**src/rtl/dm_pkg.sv**
```systemverilog
// Debug-module shared types: DMI request/response payloads and the DMI source tag
// used to route responses back to the master that issued the request.
package dm;

  typedef struct packed {
    logic [6:0]  addr;
    logic [1:0]  op;
    logic [31:0] data;
  } dmi_req_t;

  typedef struct packed {
    logic [31:0] data;
    logic [1:0]  resp;
  } dmi_resp_t;

  typedef enum logic {
    DmiSrcJtag = 1'b0,
    DmiSrcSys  = 1'b1
  } dmi_src_e;

endpackage

```
**src/rtl/dmi_arb_id_fifo.sv**
```systemverilog
// Source-ID FIFO: remembers which master issued each outstanding DMI request so
// the in-order DM responses can be steered back. Depth must be a power of two.
module dmi_arb_id_fifo
  import dm::*;
#(
  parameter int unsigned Depth = 2
) (
  input  logic     clk_i,
  input  logic     rst_ni,
  input  logic     push_i,
  input  dmi_src_e push_id_i,
  input  logic     pop_i,
  output dmi_src_e head_id_o,
  output logic     full_o,
  output logic     empty_o
);

  localparam int unsigned PtrW = $clog2(Depth);
  localparam int unsigned CntW = PtrW + 1;

  dmi_src_e        mem_q [Depth];
  logic [PtrW-1:0] wr_ptr_q;
  logic [PtrW-1:0] rd_ptr_q;
  logic [CntW-1:0] count_q;
  logic            push_ok;
  logic            pop_ok;

  assign full_o    = (count_q == CntW'(Depth));
  assign empty_o   = (count_q == '0);
  assign push_ok   = push_i && !full_o;
  assign pop_ok    = pop_i && !empty_o;
  assign head_id_o = mem_q[rd_ptr_q];

  // Storage carries no reset; only the pointers define what is valid.
  always_ff @(posedge clk_i) begin
    if (push_ok) begin
      mem_q[wr_ptr_q] <= push_id_i;
    end
  end

  always_ff @(posedge clk_i or negedge rst_ni) begin
    if (!rst_ni) begin
      wr_ptr_q <= '0;
      rd_ptr_q <= '0;
      count_q  <= '0;
    end else begin
      if (push_ok) wr_ptr_q <= wr_ptr_q + PtrW'(1);
      if (pop_ok)  rd_ptr_q <= rd_ptr_q + PtrW'(1);
      case ({push_ok, pop_ok})
        2'b10:   count_q <= count_q + CntW'(1);
        2'b01:   count_q <= count_q - CntW'(1);
        default: count_q <= count_q;
      endcase
    end
  end

endmodule

```
**src/rtl/dmi_arb.sv**
```systemverilog
// Two-master DMI arbiter (JTAG DTM and system debug master) in front of the debug
// module: round-robin with grant lock on stalls, responses routed by source-ID FIFO.
module dmi_arb
  import dm::*;
#(
  parameter int unsigned MaxOutstanding = 2
) (
  input  logic      clk_i,
  input  logic      rst_ni,
  input  dmi_req_t  m0_req_i,
  input  logic      m0_req_valid_i,
  output logic      m0_req_ready_o,
  output dmi_resp_t m0_resp_o,
  output logic      m0_resp_valid_o,
  input  logic      m0_resp_ready_i,
  input  dmi_req_t  m1_req_i,
  input  logic      m1_req_valid_i,
  output logic      m1_req_ready_o,
  output dmi_resp_t m1_resp_o,
  output logic      m1_resp_valid_o,
  input  logic      m1_resp_ready_i,
  output dmi_req_t  dmi_req_o,
  output logic      dmi_req_valid_o,
  input  logic      dmi_req_ready_i,
  input  dmi_resp_t dmi_resp_i,
  input  logic      dmi_resp_valid_i,
  output logic      dmi_resp_ready_o,
  output logic      spurious_resp_o
);

  dmi_src_e rr_q;
  dmi_src_e lock_id_q;
  logic     lock_q;
  logic     spurious_q;
  dmi_src_e grant;
  logic     grant_valid;
  logic     accept;
  logic     pop;
  logic     fifo_full;
  logic     fifo_empty;
  dmi_src_e head_id;

  // A stalled grant stays locked so a waiting request cannot be pre-empted.
  always_comb begin
    grant = DmiSrcJtag;
    if (lock_q) begin
      grant = lock_id_q;
    end else if (m0_req_valid_i && m1_req_valid_i) begin
      grant = rr_q;
    end else if (m1_req_valid_i) begin
      grant = DmiSrcSys;
    end
  end

  assign grant_valid     = (grant == DmiSrcSys) ? m1_req_valid_i : m0_req_valid_i;
  assign dmi_req_o       = (grant == DmiSrcSys) ? m1_req_i : m0_req_i;
  assign dmi_req_valid_o = grant_valid && !fifo_full;
  assign accept          = dmi_req_valid_o && dmi_req_ready_i;
  assign m0_req_ready_o  = (grant == DmiSrcJtag) && dmi_req_ready_i && !fifo_full;
  assign m1_req_ready_o  = (grant == DmiSrcSys) && dmi_req_ready_i && !fifo_full;

  assign m0_resp_o        = dmi_resp_i;
  assign m1_resp_o        = dmi_resp_i;
  assign m0_resp_valid_o  = !fifo_empty && (head_id == DmiSrcJtag) && dmi_resp_valid_i;
  assign m1_resp_valid_o  = !fifo_empty && (head_id == DmiSrcSys) && dmi_resp_valid_i;
  // With nothing outstanding, drain whatever the DM sends so it cannot wedge.
  assign dmi_resp_ready_o = fifo_empty ? 1'b1
                          : ((head_id == DmiSrcSys) ? m1_resp_ready_i : m0_resp_ready_i);
  assign pop              = !fifo_empty && dmi_resp_valid_i && dmi_resp_ready_o;
  assign spurious_resp_o  = spurious_q;

  always_ff @(posedge clk_i or negedge rst_ni) begin
    if (!rst_ni) begin
      rr_q       <= DmiSrcJtag;
      lock_q     <= 1'b0;
      lock_id_q  <= DmiSrcJtag;
      spurious_q <= 1'b0;
    end else begin
      if (accept) begin
        rr_q <= (grant == DmiSrcSys) ? DmiSrcJtag : DmiSrcSys;
      end
      lock_q <= grant_valid && !accept;
      if (grant_valid && !accept) begin
        lock_id_q <= grant;
      end
      spurious_q <= fifo_empty && dmi_resp_valid_i;
    end
  end

  dmi_arb_id_fifo #(
    .Depth(MaxOutstanding)
  ) u_id_fifo (
    .clk_i     (clk_i),
    .rst_ni    (rst_ni),
    .push_i    (accept),
    .push_id_i (grant),
    .pop_i     (pop),
    .head_id_o (head_id),
    .full_o    (fifo_full),
    .empty_o   (fifo_empty)
  );

endmodule

```
**config.mk**
```make
export PLATFORM = sky130hd
export DESIGN_NAME = dmi_arb
export DESIGN_NICKNAME = d
export VERILOG_FILES = /design/src/rtl/dm_pkg.sv /design/src/rtl/dmi_arb_id_fifo.sv /design/src/rtl/dmi_arb.sv
export SDC_FILE = /design/constraint.sdc
export NUM_CORES = 1
export LEC_CHECK = 0
export ABC_AREA = 1
export BUFFER_PORTS_ARGS = -buffer_cell sky130_fd_sc_hd__buf_4
export CORE_AREA = 2 2 94 96
export CTS_CLUSTER_SIZE = 24
export DETAILED_ROUTE_END_ITERATION = 7
export DIE_AREA = 0 0 96 98
export RECOVER_POWER = 25
export SYNTH_ARGS = -nofsm -noshare
export SYNTH_HDL_FRONTEND = slang
export SYNTH_SLANG_ARGS = --single-unit
```
**constraint.sdc**
```tcl
create_clock -name clk_i -period 2.2 [get_ports clk_i]
set_clock_uncertainty 0.1 [all_clocks]
set_input_delay 0.11 -clock clk_i [delete_from_list [all_inputs] [get_ports clk_i]]
set_output_delay 0.11 -clock clk_i [all_outputs]
set_load 0.01 [all_outputs]
```
==> results.txt, run 1 <==
The run finished with clean final reports. From bottom edge to top edge, the die measures 98 um. The post-DP HPWL is 3900 um. The worst register-to-register path begins at u_id_fifo.count_q[0]. The clock transition at the registers of the reported paths came out at 0.05 ns.

The total CTS buffers came out at 3. The synthesized netlist occupies a cell area of 1610 um2. The placed instances occupy a cell area of 2200 um2. In the routed design, unresolved DRC markers number 0. The worst hold path belongs to the class in -> reg.

Yosys instantiated no cell more often than nand2_1. The number of filler instances in the final layout came out at 950. The yosys synthesis warning count came out at 0. For hold timing, the worst endpoint is spurious_resp_o. The total vias in the final route is 1723. The post-synthesis sequential element count came out at 10. The biggest area contributor in the post-synthesis netlist is buf_4.

The number of antenna violations at the first check in global routing came out at 0. The top achievable clock speed came out at 525 MHz. The final period demand of the worst path is 1.91 ns. The number of primary I/O pins is 240. The effective utilization at floorplan came out at 0.190. The pin count of the biggest net entering global routing came out at 44. The via count of the first global-routing pass is 1674.

The count of antenna-violating nets left after detailed routing is 0. The final weighted congestion of routability-driven global placement is 0.755. The total core area is 8470 um2. The net total in the final layout came out at 464. The max-cap check violation count is 0.

The number of nets handed over by synthesis was 396. The floorplan step set the die width to 96 um. In this run the register-to-register setup slack is 0.38 ns. The area enclosed by the die boundary came out at 9410 um2. For the pin with the worst max-slew slack, the measured transition is 0.422 ns.

The max-slew violation count is 0. The power per cell area came out at 867 nW/um2. The count of clock tree sinks is 10. The total count of hold-check failures in the final report came out at 0. The depth of the most critical reg-to-reg path is 7. The wire length after detailed routing came out at 4670 um. The post-route clock period utilization is 0.866. The number of standard-cell rows in the floorplan is 34. The critical path's largest stage delay came out at 0.39 ns. The top flip-flop cell by instance count after synthesis is dfrtp_1. The depth of the CTS H-tree is 1. The average detailed-routed wire length per instance came out at 10.5 um. STA classifies the critical path endpoint as an output port.

Setup repair after global routing left no endpoint under its margin. The detailed router finished its first iteration with 29 violations. The total global routing overflow is 0. The sequential share of the synthesized area came out at 0.161.

The number of instances in the synthesized netlist came out at 271. The multi-input gate area in the final layout came out at 703 um2. In this run the worst path has a maximum fanout of 25. The layout overhead on the synthesized area is 39.8%. STA classifies the critical path startpoint as a register.

The beginning of the worst hold path is dmi_resp_valid_i. Of the post-synthesis cell area, the dominant cell type holds 0.335. The worst setup path is of the reg -> out kind. In this run the critical register-to-register path is captured at u_id_fifo.count_q[1]. The number of enable flip-flop cells after synthesis came out at 2. The highest-delay cell along the critical path is dfrtp_1. The critical path goes through nor2_2, nand2_2, nand2_4, buf_4, nand2_1, nand2_1, buf_4.

Sorting the synthesized cells by how often they occur yields nand2_1, buf_4, inv_1, dfrtp_1, nor2_1. After synthesis, the cell types taking the most area are buf_4, nand2_1, dfrtp_1, edfxtp_1, inv_1. The overall fraction of global-route tracks in use is 0.0923. The largest buffer count on any clock path came out at 2. The post-route setup TNS is 0 ns. Gates resized during post-CTS repair numbered 0.

The via density per instance came out at 3.86. 0 antenna diodes ended up in the layout. Across the whole layout, storage elements account for 260 um2. The leakage dissipation is 0.00137 uW. The root buffer cell chosen for the clock tree is clkbuf_8. The share of layout cells above drive strength 1 came out at 0.438. The data arrival at the endpoint of the critical path is 1.70 ns. In this run the tool buffered the top-level ports with 137 buffer cells. The number of iterations in the first detailed-routing pass came out at 5. The count of cells along the worst hold path is 3. For this run, asynchronously set or reset flops after synthesis account for 0.800. The unique cell type count in the Yosys netlist is 20. The finished cells cover 2250 um2.

The final count of negative-setup-slack endpoints is 0. The endpoint required time on the critical path is 1.99 ns. The first global-routing pass estimated 7180 um of wire. The remaining max-slew budget at the tightest pin is 0.719. The mean post-synth cell area is 5.95 um2. The worst IR drop on VDD is 0.216 mV. In this run the worst setup path begins at lock_q. TritonCTS built the clock tree. The clock network latency to the later pin of the worst-skew pair is 0.24 ns.
==> repair_timing <==
item	in CTS	in global routing
setup endpoints to repair	0	0
hold endpoints to repair	8	0
setup buffers	0	0
hold buffers	1	0
==> where the power goes <==
group | switching [uW] | internal (uW)
Clock | 75.5 | 127
Combinational | 771 | 654
Sequential | 55.3 | 270
Total | 902 | 1050
==> cell families (layout without fill, tap and decap cells) <==
| family | Yosys count | in the layout | share of synthesized area |
|---|---|---|---|
| DFF | 10 | 10 | 0.161 |
| and+or+nand+nor | 161 | 161 | 0.400 |
| buffers and inverters | 92 | 159 | 0.402 |
| AOI/OAI and AO/OA | 5 | 5 | 0.0179 |
| xor gates and xnor gates | 2 | 2 | 0.0109 |
| adders and majority gates | 1 | 1 | 0.00776 |
==> stage by stage <==
stage	std cells	util	setup WS, ns	hold WS [ns]	power [uW]
floorplan	271	-	0.481	-0.286	1280
global placement	441	0.260	0.435	-0.165	1750
detailed placement	441	0.260	0.371	-0.161	1780
CTS	446	0.266	0.251	0.0142	1990
global route	446	0.266	0.106	0.0166	2150
finish	446	0.266	0.295	0.0144	1950
==> worst max-delay path: cells and delay by family, from the launching register on <==
family / cells / cell delay (ns)
DFF: 1 / 0.39
buffers and inverters: 2 / 0.45
and+or+nand+nor: 5 / 0.60
==> how the worst max path moves through the flow <==
stage	cells after the start	slack [ns]	to
after floorplan	10	0.48	u_id_fifo.count_q[1]
after global placement	8	0.44	u_id_fifo.count_q[1]
after detailed placement	7	0.37	u_id_fifo.count_q[1]
after CTS	7	0.25	dmi_req_o[16]
after global routing	8	0.11	dmi_req_o[19]
final	7	0.29	dmi_req_o[16]
==> final cells by class <==
cell class              instances  area share
flip-flops and latches         10       0.116
inverters                      16      0.0278
repair buffers                139       0.464
multi-input cells             169       0.312
well taps                     108      0.0600
clock buffers                   4      0.0200
==> flip-flops by register name, indices dropped and copies added, names as in the netlist <==
name and flops:
lock_q 1, rr_q 1, u_id_fifo.rd_ptr_q 1, u_id_fifo.wr_ptr_q 1
u_id_fifo.count_q 2, spurious_resp_o 1, u_id_fifo.mem_q 2, lock_id_q 1
==> per-layer routing <==
layer,track usage,share of wire,vias to the layer above
met5,0,0,-
met4,0.0275,0.024,0
met3,0.0239,0.11,16
met2,0.175,0.51,116
met1,0.0970,0.35,715
li1,-,-,876
==> layout by cell type, fill, tap and decap left out <==
master,Yosys,layout
xnor2_1,1,1
a21oi_1,3,3
nand3_1,6,6
nand2_2,1,1
xor2_1,1,1
nand3_2,2,2
ha_1,1,1
nor2_1,8,8
o21ai_0,1,1
buf_4,72,138
nand2_4,1,1
o21ai_2,1,1
inv_4,1,1
edfxtp_1,2,2
clkbuf_8,0,3
dfrtp_1,8,8
nand2_1,139,139
nand4_1,3,3
inv_1,15,15
dlygate4sd3_1,0,1
clkbuf_1,0,1
nor2_2,1,1
(Power assumes the default switching activity.)
==> run 2: changes to the inputs <==
--- a/config.mk
+++ b/config.mk
@@ -6,11 +6,11 @@
 export NUM_CORES = 1
 export LEC_CHECK = 0
 export ABC_AREA = 1
-export BUFFER_PORTS_ARGS = -buffer_cell sky130_fd_sc_hd__buf_4
-export CORE_AREA = 2 2 94 96
+export CORE_AREA = 2 2 92 94
 export CTS_CLUSTER_SIZE = 24
 export DETAILED_ROUTE_END_ITERATION = 7
-export DIE_AREA = 0 0 96 98
+export DIE_AREA = 0 0 94 96
+export DONT_BUFFER_PORTS = 1
 export RECOVER_POWER = 25
 export SYNTH_ARGS = -nofsm -noshare
 export SYNTH_HDL_FRONTEND = slang
==> run 2 against run 1 <==
Non-clock buffer count fell by 133. Final cell count fell by 30%. Worst hold slack improved by 0.016 ns. Utilization is 11 points lower. Register-to-register slack got worse by 0.03 ns. Worst setup slack gained 0.052 ns. Sequential share of layout area up 9.1 points. Sequential power is 1% higher. Clock-buffer cell count is the same.
==> results.txt, run 2 (synthesis results as in run 1) <==
The total vias in the final route is 1254. The final worst setup slack came out at 0.347 ns. The post-route clock period utilization is 0.842. The number of setup buffers added after CTS came out at 0. The run finished with clean final reports. The power per cell area came out at 1140 nW/um2. The layout overhead on the synthesized area is -22.0%. Of the total power, combinational logic draws 0.634.

The post-route setup TNS is 0 ns. The worst reg-to-reg setup slack came out at 0.35 ns. The critical path starts at u_id_fifo.rd_ptr_q.

The average detailed-routed wire length per instance is 12.0 um. The clock transition at the registers of the reported paths came out at 0.05 ns. Headroom to the max-slew limit came out at 0.736. The leakage dissipation came out at 0.000728 uW. The area enclosed by the die boundary came out at 9020 um2.

For the worst setup path, the data required time is 2.21 ns. The count of clock tree sinks is 10. The top cell types in the final layout, fill and taps aside, are nand2_1, inv_1, nor2_1, dfrtp_1, nand3_1. The part of the power in registers came out at 0.230. The total CTS buffers is 3. In the final layout, the share of cells above drive strength 1 is 0.0585. The max-cap check violation count is 0. The total internal power is 635 uW. The height of the die is 96 um.

The post-DP HPWL is 3140 um. For this block, the initial DRC count from the detailed router was 50. The max-slew violation count is 0. The longest clock path from root to sink contains 2 buffers. The final weighted congestion of routability-driven global placement is 0.775.

The worst IR drop on VDD is 0.347 mV. The tightest min-delay check is of the in -> reg type. In this run the critical register-to-register path is captured at u_id_fifo.count_q[1]. Setup repair after global routing left no endpoint under its margin. The detail route stage leaves a number of antenna-violating nets equal to 0. The total count of hold-check failures in the final report came to 0. The die width came out at 94 um.

The final period demand of the worst path came out at 1.85 ns. Summed over all layers, the routed wires come to 3730 um. The clock network latency to the later pin of the worst-skew pair came out at 0.24 ns. The number of primary I/O pins is 240. The overall fraction of global-route tracks in use came out at 0.0707. The via count of the first global-routing pass came to 967.

The depth of the CTS H-tree came out at 1. The data arrival at the endpoint of the critical path is 1.87 ns. Summing all multi-input logic gate instances after layout gives 703 um2. The final count of negative-setup-slack endpoints came out at 0. The post-layout utilization of the core is 0.156. For this run, the top clock speed supported by timing is 540 MHz.

The total core area came out at 8050 um2. The number of antenna violations at the first check in global routing is 0. The first-pass GRT wire length is 4900 um. The largest registers in the layout are u_id_fifo.count_q x2, u_id_fifo.mem_q x2. The total global routing overflow came out at 0. Prior to clock tree synthesis, the placed netlist has a worst setup slack of 0.350 ns.

The pin count of the biggest net entering global routing came out at 44. The depth of the most critical reg-to-reg path is 10. STA classifies the critical path endpoint as a register.

The slew at the pin closest to its max-slew limit is 0.397 ns. After floorplanning, the core was divided into 33 placement rows. The flip-flop and latch area came out at 260 um2. The net switching power came out at 795 uW. The number of filler instances in the final layout is 925. The total inserted antenna cells came out at 0. The startpoint class of the critical path is a register. Of the total power, the clock network draws 0.135. The startpoint identified for the worst register-to-register timing path is u_id_fifo.rd_ptr_q.

The via density per instance came out at 4.05. The most frequent standard cell in the layout excluding fill and tap cells is nand2_1. The quantity of I/O buffers inserted on ports came out at 0. The maximum fanout along the worst path came out at 4. The switching share of total power came out at 0.556. CTS placed an instance of clkbuf_8 at the clock tree root. The number of iterations in the first detailed-routing pass came out at 4. For this configuration, the core starts out at a cell density of 0.200. The worst setup path is of the reg -> reg kind. TritonCTS built the clock tree. The total DRC errors in the routed layout came out at 0. The final layout contains 331 nets. The critical path ends at u_id_fifo.count_q[1].
[run 2: changes by cell type in the layout (fill, tap and decap cells not counted)]
cell,change
buf_4,-136
dlygate4sd3_1,+3
[run 2: per-layer routing]
metal / track usage / part of all wire / up-vias / wire length, um
met4: 0.0290 / 0.023 / 0 / 87
li1: - / - / 611 / -
met1: 0.0696 / 0.35 / 515 / 1290
met3: 0.0282 / 0.11 / 19 / 425
met5: 0 / 0 / - / 0
met2: 0.132 / 0.52 / 109 / 1930
[run 2: worst min-delay path by stage]
stage                          startpoint                   end  depth (start not counted)
final                     dmi_req_ready_i             lock_id_q                          3
after global routing      dmi_req_ready_i             lock_id_q                          3
after CTS                 dmi_req_ready_i             lock_id_q                          3
after detailed placement           rst_ni  u_id_fifo.count_q[1]                          0
after global placement             rst_ni  u_id_fifo.count_q[0]                          0
after floorplan                    rst_ni             lock_id_q                          0
[run 2: layout make-up]
class / count / share of cell area
tap: 105 / 0.104
clock buffer: 4 / 0.0358
sequential: 10 / 0.207
multi-input combinational: 169 / 0.559
timing repair buffer: 6 / 0.0438
inverter: 16 / 0.0498
[run 2: critical path, cell delays in order (launching register included)]
cell and delay (ns):
dfrtp_1 0.40, inv_1 0.10, nand2_1 0.07, nand3_1 0.09, nand3_2 0.13, nand2_1 0.11, inv_1 0.05, ha_1 0.31
a21oi_1 0.11, o21ai_0 0.11, xor2_1 0.15
[run 2: per-stage QoR]
step           hold slack, ns  std cells  instance area [um2]  power, uW
2_1_floorplan          -0.286        271                 1610       1280
3_3_place_gp           -0.285        302                 1170       1230
5_1_grt                0.0391        310                 1260       1610
4_1_cts                0.0307        310                 1260       1460
6_report               0.0309        310                 1260       1430
3_5_place_dp           -0.285        302                 1170       1250
[run 2: what timing repair did]
action                    4_1_cts  5_1_grt
hold buffers                    4        0
resized for setup               0        0
hold endpoints to repair       11        0
[run 2: power by group through the flow]
stage	clock network, uW	registers [uW]	logic, uW
3_3_place_gp	0	326	902
6_report	194	329	907
5_1_grt	215	342	1050
2_1_floorplan	0	319	959
4_1_cts	202	331	927
3_5_place_dp	0	333	915
==> run 3: changes to the inputs <==
==> constraint.sdc (replaced) <==
create_clock -name clk_i -period 1.7 [get_ports clk_i]
set_clock_uncertainty 0.1 [all_clocks]
set_input_delay 0.085 -clock clk_i [delete_from_list [all_inputs] [get_ports clk_i]]
set_output_delay 0.085 -clock clk_i [all_outputs]
set_load 0.01 [all_outputs]
==> run 3 against run 2 <==
Final cell count grew 1.9%. Sequential share of layout area decreased by 1.4 points. Clock-buffer cell count is the same. Worst setup slack worse by 0.31 ns. First-iteration DRC count grew 20%. Wire length grew 2.4%. Critical path depth did not move. Combinational power increased by 49%. Critical path type unchanged. Critical endpoint unchanged. Largest power group unchanged.
==> results.txt, run 3 (synthesis results as in run 1) <==
The run finished with clean final reports. The quantity of I/O buffers inserted on ports is 0. Along the worst path, the maximum fanout reaches 4. Counting the fill cells in the layout gives 911. At the later pin of the worst-skew pair, clock insertion delay measures 0.24 ns.

After detailed routing, the number of vias per cell comes to 4.12. The setup slack after placement is -0.0259 ns. The clock tree from TritonCTS is yes.

The congestion estimate from routability-driven global placement came to 0.753. The remaining max-slew budget at the tightest pin came out at 0.723. The total inserted antenna cells is 0.

In this run the deepest clock path goes through 2 buffers. The critical path's largest stage delay came out at 0.42 ns. In the routed design, unresolved DRC markers number 0. The flip-flop and latch area came out at 260 um2. The count of buffering cells on the critical path with inverters included came out at 2. The number of standard-cell rows in the floorplan came out at 33. The clock drives 10 sinks. The area growth from synthesis to layout is -16.5%. The max-slew violation count is 0.

The top achievable clock speed came out at 602 MHz. The total power came out at 2040 uW. For the final routed database, the setup TNS stands at 0 ns.

The total CTS buffers is 3. For the pin with the worst max-slew slack, the measured transition is 0.414 ns. The max-cap check violation count is 0. The endpoint required time on the critical path came out at 1.71 ns. The total count of hold-check failures in the final report was 0.

The worst IR drop on VDD came out at 0.284 mV. Entering global routing, the biggest net connects 44 pins. The total global routing overflow is 0. For the worst setup path, the data arrival time is 1.67 ns. The multi-input gate area in the final layout came out at 738 um2.

In the final routed layout, each cell accounts on average for 12.1 um. For this run, the total global-route usage over all layers was measured as 0.0697. The total vias in the final route is 1302.

The height of the die came out at 96 um. The HPWL after detailed placement is 3070 um. In the final layout, the registers with the most flip-flops are u_id_fifo.count_q x2, u_id_fifo.mem_q x2. The slowest stage of the critical path belongs to the cell dfrtp_1. The via count of the first global-routing pass came to 983. The first-pass GRT wire length came out at 4820 um.

The detailed router's first-iteration violation count is 60. In the layout the commonest cells are nand2_1, inv_1, dfrtp_1, buf_4, nor2_1. The total core area is 8050 um2. The wire length after detailed routing came out at 3820 um. STA classifies the critical path endpoint as a register. The library cell used most frequently in the layout, excluding fill and tap cells, is nand2_1. The count of nets left with antenna violations once routing finished came out at 0. The critical path goes through inv_2, nand2_2, nand3_2, nand3_2, nand2_2, inv_2, ha_4, a21oi_1, o21ai_1, xor2_1. The startpoint class of the critical path is a register. The post-route clock period utilization is 0.977. The net total in the final layout came out at 337. The tree is rooted in a clkbuf_8. In the final layout, the share of cells above drive strength 1 is 0.137.

The first detailed-routing pass took 4 iterations. The depth of the CTS H-tree is 1. The final count of negative-setup-slack endpoints came out at 0. The power per cell area is 1510 nW/um2.

The die is 94 um wide. The leakage dissipation came out at 0.000760 uW. After clock tree synthesis, the clock-pin slew on the worst setup and hold paths is 0.05 ns.

The path class of the tightest hold or removal check is in -> reg. The initial utilization of the core area, before any placement, comes to 0.200. The number of primary I/O pins came out at 240. The critical path in this run is classified as reg -> reg. The final worst setup slack came out at 0.0388 ns.

On the critical path the largest part of the delay comes from flip-flops. The floorplan step defined a die boundary enclosing 9020 um2. Hold is met by 0.0632 ns. The number of antenna violations at the first check in global routing came out at 0. The final period demand of the worst path is 1.66 ns.
run 3: changes by cell type in the layout (fill, tap and decap cells not counted), sizes merged:
cell | previous run | this run
buf | 2 | 8
run 3: worst reg2reg max path: cells and delay by family, from the launching register on:
family          cells  cell delay [ns]
compound gates      2             0.19
xor+xnor            1             0.14
flops               1             0.42
simple gates        4             0.31
fa+ha+maj           1             0.24
buf+inv             2             0.15
run 3: worst paths after layout:
kind	cells past startpoint	slack [ns]	to	startpoint
max in group asynchronous	1	1.09	lock_id_q	rst_ni
min reg2reg	2	0.38	u_id_fifo.wr_ptr_q	u_id_fifo.wr_ptr_q
min in group asynchronous	1	0.11	spurious_resp_o	rst_ni
max reg2reg	10	0.04	u_id_fifo.count_q[1]	u_id_fifo.rd_ptr_q
min	4	0.06	rr_q	dmi_req_ready_i
max	10	0.04	u_id_fifo.count_q[1]	u_id_fifo.rd_ptr_q
run 3: final cells by class:
type / instances / share of cell area
well taps: 105 / 0.0976
repair buffers: 12 / 0.0771
multi-input cells: 169 / 0.548
clock buffers: 4 / 0.0335
inverters: 16 / 0.0502
flip-flops and latches: 10 / 0.193
run 3: report_power, final:
part	switching, uW	total [uW]	internal [uW]
logic	939	1350	411
clock network	96.4	261	164
registers	78.0	428	349
run 3: timing repair:
item / in CTS / in global routing
buffers inserted: 0 / 0
hold endpoints to repair: 11 / 0
gates resized for setup: 1 / 12
endpoints found under the setup margin: 1 / 42
pin swaps: 0 / 2
hold buffers: 4 / 0
run 3: through the flow:
stage | instances | instance area [um2] | utilization
4_1_cts | 316 | 1320 | 0.163
6_report | 316 | 1350 | 0.167
3_3_place_gp | 308 | 1220 | 0.151
3_5_place_dp | 308 | 1220 | 0.151
2_1_floorplan | 271 | 1610 | -
5_1_grt | 316 | 1350 | 0.167
run 3: layer usage:
layer,vias up,GRT usage,routed length [um]
li1,626,-,-
met1,570,0.0823,1470
met2,90,0.121,1930
met3,16,0.0117,342
met4,0,0.0362,83
met5,-,0,0
